--- config.mk ---
export PLATFORM = sky130hd
export DESIGN_NAME = fifos_interface
export DESIGN_NICKNAME = d
export VERILOG_FILES = /design/src/rtl/fifos_interface_pkg.sv /design/src/rtl/fifos_interface_sync_fifo.sv /design/src/rtl/fifos_interface.sv
export SDC_FILE = /design/constraint.sdc
export NUM_CORES = 2
export LEC_CHECK = 0
export BUFFER_PORTS_ARGS = -buffer_cell sky130_fd_sc_hd__buf_2
export CORE_MARGIN = 4
export CORE_UTILIZATION = 45
export CTS_CLUSTER_SIZE = 16
export DETAILED_ROUTE_END_ITERATION = 10
export GPL_TIMING_DRIVEN = 1
export PLACE_DENSITY = 0.57
export RECOVER_POWER = 50
export SLEW_MARGIN = 15
export SYNTH_ARGS = -nofsm -noshare
export SYNTH_HDL_FRONTEND = slang
export SYNTH_SLANG_ARGS = --single-unit
--- constraint.sdc ---
create_clock -name clk -period 4.2 [get_ports clk]
set_input_delay 0 -clock clk [delete_from_list [all_inputs] [get_ports clk]]
set_output_delay 0 -clock clk [all_outputs]
set_load 0.05 [all_outputs]
--- src/rtl/fifos_interface_pkg.sv ---
// fifos_interface_pkg
// Shared default sizing for the request/response FIFO pair.
// Contents: default depth, its log2, payload and control widths, and the
// resulting entry width, so the top and the bench agree on sizes.
package fifos_interface_pkg;

    localparam int FIFO_DEPTH_DEF         = 32;
    localparam int LOG2_FIFO_DEPTH_DEF    = 5;
    localparam int DATA_LINE_WIDTH_DEF    = 40;
    localparam int CONTROL_LINE_WIDTH_DEF = 0;
    localparam int ENTRY_WIDTH            = DATA_LINE_WIDTH_DEF + CONTROL_LINE_WIDTH_DEF;

endpackage

--- src/rtl/fifos_interface_sync_fifo.sv ---
// sync_fifo
// Single-clock FIFO with a registered read port (one-cycle read latency).
// Writes while full and reads while empty are dropped; a read while empty
// leaves rd_data at its previous value. There is no write-to-read bypass.
// Ports:
//   clk, rst        clock, asynchronous active-high reset
//   wr_data, wen    write data and write enable
//   ren, rd_data    read enable and registered read data
//   empty, full     decoded from the registered occupancy count
//   overflow,       sticky dropped-write / ignored-read flags, present only
//   underflow       when FIFOS_INTERFACE_ERR_FLAGS_EN is defined
module sync_fifo #(
    parameter int DEPTH      = 32,
    parameter int LOG2_DEPTH = 5,
    parameter int WIDTH      = 40
) (
    input  logic             clk,
    input  logic             rst,
    input  logic [WIDTH-1:0] wr_data,
    input  logic             wen,
    input  logic             ren,
    output logic [WIDTH-1:0] rd_data,
    output logic             empty,
`ifdef FIFOS_INTERFACE_ERR_FLAGS_EN
    output logic             overflow,
    output logic             underflow,
`endif
    output logic             full
);

    localparam int CW = LOG2_DEPTH + 1;
    localparam logic [CW-1:0] FULL_COUNT = CW'(DEPTH);

    logic [WIDTH-1:0]      mem [DEPTH];
    logic [LOG2_DEPTH-1:0] wr_ptr;
    logic [LOG2_DEPTH-1:0] rd_ptr;
    logic [CW-1:0]         count;
    logic                  do_wr;
    logic                  do_rd;

    assign empty = (count == '0);
    assign full  = (count == FULL_COUNT);

    // Blocking is judged on the pre-edge count, so full+wen+ren reads only
    // and empty+wen+ren writes only.
    assign do_wr = wen & ~full;
    assign do_rd = ren & ~empty;

    // Storage is not reset; pointers and count define what is valid.
    always_ff @(posedge clk) begin
        if (do_wr) begin
            mem[wr_ptr] <= wr_data;
        end
    end

    always_ff @(posedge clk or posedge rst) begin
        if (rst) begin
            wr_ptr  <= '0;
            rd_ptr  <= '0;
            count   <= '0;
            rd_data <= '0;
        end else begin
            if (do_wr) begin
                wr_ptr <= wr_ptr + 1'b1;
            end
            if (do_rd) begin
                rd_ptr  <= rd_ptr + 1'b1;
                rd_data <= mem[rd_ptr];
            end
            case ({do_wr, do_rd})
                2'b10:   count <= count + 1'b1;
                2'b01:   count <= count - 1'b1;
                default: count <= count;
            endcase
        end
    end

`ifdef FIFOS_INTERFACE_ERR_FLAGS_EN
    always_ff @(posedge clk or posedge rst) begin
        if (rst) begin
            overflow  <= 1'b0;
            underflow <= 1'b0;
        end else begin
            if (wen && full) begin
                overflow <= 1'b1;
            end
            if (ren && empty) begin
                underflow <= 1'b1;
            end
        end
    end
`endif

endmodule

--- src/rtl/fifos_interface.sv ---
// fifos_interface
// Pair of independent FIFOs between a master and a slave controller:
//   request  FIFO: master writes (mc_sreq), slave reads  (sc_rreq)
//   response FIFO: slave writes  (sc_sresp), master reads (mc_rresp)
// Entry width is DATA_LINE_WIDTH + CONTROL_LINE_WIDTH. Reads have one cycle
// of latency; writes to a full FIFO and reads of an empty FIFO are dropped.
// Optional macro FIFOS_INTERFACE_ERR_FLAGS_EN adds four sticky error outputs
// (o_mc_sreq_overflow, o_sc_rreq_underflow, o_sc_sresp_overflow,
// o_mc_rresp_underflow), cleared only by rst.
// Ports: clk, rst (async active-high); per FIFO: inbits/wen, ren/outbits,
// fifo_empty/fifo_full.
module fifos_interface
    import fifos_interface_pkg::*;
#(
    parameter int FIFO_DEPTH         = FIFO_DEPTH_DEF,
    parameter int LOG2_FIFO_DEPTH    = LOG2_FIFO_DEPTH_DEF,
    parameter int DATA_LINE_WIDTH    = DATA_LINE_WIDTH_DEF,
    parameter int CONTROL_LINE_WIDTH = CONTROL_LINE_WIDTH_DEF
) (
    input  logic                                          clk,
    input  logic                                          rst,
    input  logic [DATA_LINE_WIDTH+CONTROL_LINE_WIDTH-1:0] i_mc_sreq_inbits,
    input  logic                                          i_mc_sreq_wen,
    output logic                                          o_mc_sreq_fifo_empty,
    output logic                                          o_mc_sreq_fifo_full,
    input  logic                                          i_sc_rreq_ren,
    output logic [DATA_LINE_WIDTH+CONTROL_LINE_WIDTH-1:0] o_sc_rreq_outbits,
    input  logic [DATA_LINE_WIDTH+CONTROL_LINE_WIDTH-1:0] i_sc_sresp_inbits,
    input  logic                                          i_sc_sresp_wen,
    output logic                                          o_sc_sresp_fifo_empty,
    output logic                                          o_sc_sresp_fifo_full,
`ifdef FIFOS_INTERFACE_ERR_FLAGS_EN
    output logic                                          o_mc_sreq_overflow,
    output logic                                          o_sc_rreq_underflow,
    output logic                                          o_sc_sresp_overflow,
    output logic                                          o_mc_rresp_underflow,
`endif
    input  logic                                          i_mc_rresp_ren,
    output logic [DATA_LINE_WIDTH+CONTROL_LINE_WIDTH-1:0] o_mc_rresp_outbits
);

    localparam int W = DATA_LINE_WIDTH + CONTROL_LINE_WIDTH;

    sync_fifo #(
        .DEPTH      (FIFO_DEPTH),
        .LOG2_DEPTH (LOG2_FIFO_DEPTH),
        .WIDTH      (W)
    ) req_fifo (
        .clk       (clk),
        .rst       (rst),
        .wr_data   (i_mc_sreq_inbits),
        .wen       (i_mc_sreq_wen),
        .ren       (i_sc_rreq_ren),
        .rd_data   (o_sc_rreq_outbits),
        .empty     (o_mc_sreq_fifo_empty),
`ifdef FIFOS_INTERFACE_ERR_FLAGS_EN
        .overflow  (o_mc_sreq_overflow),
        .underflow (o_sc_rreq_underflow),
`endif
        .full      (o_mc_sreq_fifo_full)
    );

    sync_fifo #(
        .DEPTH      (FIFO_DEPTH),
        .LOG2_DEPTH (LOG2_FIFO_DEPTH),
        .WIDTH      (W)
    ) resp_fifo (
        .clk       (clk),
        .rst       (rst),
        .wr_data   (i_sc_sresp_inbits),
        .wen       (i_sc_sresp_wen),
        .ren       (i_mc_rresp_ren),
        .rd_data   (o_mc_rresp_outbits),
        .empty     (o_sc_sresp_fifo_empty),
`ifdef FIFOS_INTERFACE_ERR_FLAGS_EN
        .overflow  (o_sc_sresp_overflow),
        .underflow (o_mc_rresp_underflow),
`endif
        .full      (o_sc_sresp_fifo_full)
    );

endmodule

==> flow_metrics.tcl <==
set metrics [dict create \
    outcome "finished with violations" \
    failed_checks "max-capacitance violations, max-slew violations" \
    power_per_cell_area_mw_per_mm2 668 \
    syn-num-nets 4800 \
    grt-ovfl-total 0 \
    yosysWarningCount 0 \
    vias 49000 \
    grt_setup_unrepaired "false" \
    max_clock_freq_mhz 300 \
    die_width_um 484 \
    crit_type "flip-flop to flip-flop" \
    holdCritPathClass "input port to flip-flop" \
    totalNegativeSetupSlack_ns 0 \
    post_cts_buffers 0 \
    grt_start_max_net_pins 90 \
    synthesized_flop_and_latch_total 2672 \
    crit_arrival_ns 4.10 \
    clk_latency_ns 0.93 \
    path_max_fanout 29 \
    detailedPlacementHpwl_um 141000 \
    final.setup_skew_ns 0.0504 \
    layout_commonest_cell "sky130_fd_sc_hd__edfxtp_1" \
    cts.root.buffer_cell "sky130_fd_sc_hd__clkbuf_16" \
    place.port_buffers 169 \
    vias_per_cell 5.87 \
    detail_route.iter0.violations 4342 \
    core_area_mm2 0.225 \
    leakage_power_summed_over_all_cells_nw 37.4 \
    synthDominantCellAreaShare 0.754 \
    number_of_h_tree_levels 5 \
    post-route-min-period_ns 3.34 \
    number_of_design_rule_violations_left_after_detail_routing 0 \
    yosys-top-cells-area "sky130_fd_sc_hd__edfxtp_1, sky130_fd_sc_hd__mux4_2, sky130_fd_sc_hd__mux2i_1, sky130_fd_sc_hd__dfrtp_1, sky130_fd_sc_hd__o22ai_1" \
    syn2layout_area_growth_pct 15.1 \
    library_cells_used_by_synthesis 58 \
    crit_required_ns 4.96 \
    finalHoldViolCount 0 \
    via_count_of_the_first_global_routing_pass 50800 \
    drt_wl_total_um 251000 \
    post_drt_wl_per_cell_um 30.2 \
    drt_first_pass_iters 5 \
    final_core_util 0.521 \
    min_from "i_sc_rreq_ren" \
    die_area_mm2 0.234 \
    peakVddDrop_mv 0.580 \
    yosysSeqAreaShare 0.781 \
    globalRouteTotalUtil 0.213 \
    setup.worst_path.end_class "flip-flop" \
    syn_inst 4692 \
    cp-start-kind "flip-flop" \
    syn-mean-instance-area_um2 21.7 \
    cell_area_synth_mm2 0.102 \
    timing.hold.ws_ns 0.0931 \
    r2r_slack_ns 0.86 \
    clk_path_buf_depth 4 \
    maxSlewViolCount 661 \
    clock-sinks 2672 \
    grt_antenna_before_repair 11 \
    worst_max_slew_pin_slew_ns 2.29 \
    drive_above_1_share 0.229 \
    antenna_violating_nets_post_route 0 \
    setup.worst_path.start "resp_fifo.rd_ptr[2]" \
    finalSetupViolCount 0 \
    cts_inserted_buffers 294 \
    placementRows 174 \
    r2r_start "resp_fifo.rd_ptr[2]" \
    layout_common_cells "sky130_fd_sc_hd__edfxtp_1, sky130_fd_sc_hd__mux4_2, sky130_fd_sc_hd__mux2i_1, sky130_fd_sc_hd__clkbuf_16, sky130_fd_sc_hd__clkbuf_1" \
    synth_async_sr_flop_share 0.0419 \
    min_period_over_period 0.795 \
    floorplan.initialDensity 0.453 \
    max_cap_viol_count 20 \
    slew_headroom -0.524 \
    count_of_flip_flops_with_a_built_in_enable_after_synthesis 2560 \
    grt_first_pass_wirelength_um 366000 \
    io_pins 170 \
    cts_tree "done" \
    yosysTopAreaCell "sky130_fd_sc_hd__edfxtp_1" \
    finalWeightedCongestion 0.761 \
    die_height_um 484 \
    layout.nets 5239 \
    clk_transition_reported_paths_ns 0.06 \
    fill_cells 17700 \
    dominantRegCellSynth "sky130_fd_sc_hd__edfxtp_1" \
]
-- cells in the mapped netlist, drive strengths merged, types with 2 or more instances --
library cell  instances
edfxtp             2560
mux4                480
mux2i               357
buf                 196
o22ai               156
a211oi              121
nor2                114
dfrtp               112
nand2               112
a22o                 78
o2111ai              78
clkbuf               76
a221oi               39
mux2                 39
inv                  21
ha                   20
xnor2                19
o21ai                18
nand3                10
nand3b               10
a21oi                 9
nand4                 7
or3b                  6
nor3                  5
xor2                  5
a21o                  4
nor2b                 4
nand2b                3
a21boi                2
and3                  2
and3b                 2
and4b                 2
fa                    2
nand4b                2
nor4                  2
or2                   2
or3                   2
or4                   2
-- routing by layer --
metal / GRT usage / vias up / share of wire
met3: 0.0306 / 401 / 0.049
met2: 0.369 / 1474 / 0.52
met1: 0.285 / 26400 / 0.41
met5: 0 / - / 0
met4: 0.0580 / 0 / 0.026
li1: - / 20700 / -
-- metrics by stage --
| stage | area (µm²) | power, mW | setup slack (ns) | std cells |
|---|---|---|---|---|
| 2_1_floorplan | 102000 | 47.6 | 0.778 | 4692 |
| 3_3_place_gp | 107000 | 54.3 | 0.999 | 7740 |
| 4_1_cts | 117000 | 79.3 | 0.901 | 8334 |
| 5_1_grt | 117000 | 81.5 | 0.760 | 8337 |
| 3_5_place_dp | 107000 | 54.5 | 0.938 | 7740 |
| 6_report | 117000 | 78.3 | 0.862 | 8338 |
-- sequential cells by signal, indices dropped and copies added, names as in the netlist --
| register | flops |
|---|---|
| req_fifo.rd_ptr | 5 |
| req_fifo.mem | 1280 |
| req_fifo.count | 6 |
| resp_fifo.mem | 1280 |
| resp_fifo.wr_ptr | 5 |
| resp_fifo.rd_data | 40 |
| req_fifo.wr_ptr | 5 |
| resp_fifo.rd_ptr | 5 |
| req_fifo.rd_data | 40 |
| resp_fifo.count | 6 |
-- final timing paths --
path / end / cells past startpoint
min in group asynchronous: req_fifo.rd_data[36] / 4
hold / removal: req_fifo.rd_ptr[1] / 5
setup / recovery: resp_fifo.rd_data[38] / 6
max in group asynchronous: resp_fifo.rd_data[35] / 5
hold reg to reg: req_fifo.count[5] / 1
setup reg to reg: resp_fifo.rd_data[38] / 6
-- critical path: stages, from the launching register on --
cell	delay, ns
sky130_fd_sc_hd__dfrtp_4	0.61
sky130_fd_sc_hd__buf_4	0.52
sky130_fd_sc_hd__buf_4	0.35
sky130_fd_sc_hd__mux2_2	0.37
sky130_fd_sc_hd__a221oi_1	0.77
sky130_fd_sc_hd__o2111ai_1	0.27
sky130_fd_sc_hd__a22o_1	0.24
-- repair_timing --
action | in CTS | in global routing
resized for setup | 0 | 0
hold buffers | 86 | 0
hold endpoints to repair | 2714 | 0
-- cell families after synthesis --
family                   Yosys count  synth area share
adder cells (fa/ha/maj)           22           0.00285
multiplexers                     876             0.145
XOR/XNOR                          24           0.00206
AO/OA/AOI/OAI                    515            0.0392
AND/OR/NAND/NOR                  290            0.0127
buffers and inverters            293            0.0166
flip-flops                      2672             0.781
-- report_power, final --
group | total, mW | switching [mW] | internal [mW]
registers | 32.9 | 1.63 | 31.3
logic | 20.6 | 12.2 | 8.37
clock network | 24.8 | 9.97 | 14.8
-- cell type report --
cell class | instances | area, µm² | share of cell area
flip-flops and latches | 2672 | 79700 | 0.679
multi-input cells | 1727 | 21100 | 0.180
clock buffers | 405 | 8080 | 0.0688
well taps | 2992 | 3740 | 0.0319
repair buffers | 415 | 3520 | 0.0300
clock inverters | 103 | 1090 | 0.00929
inverters | 21 | 82.6 | 0.000704
diodes | 3 | 7.51 | 0.0000640
No activity file was read; power rests on OpenSTA's default activity.
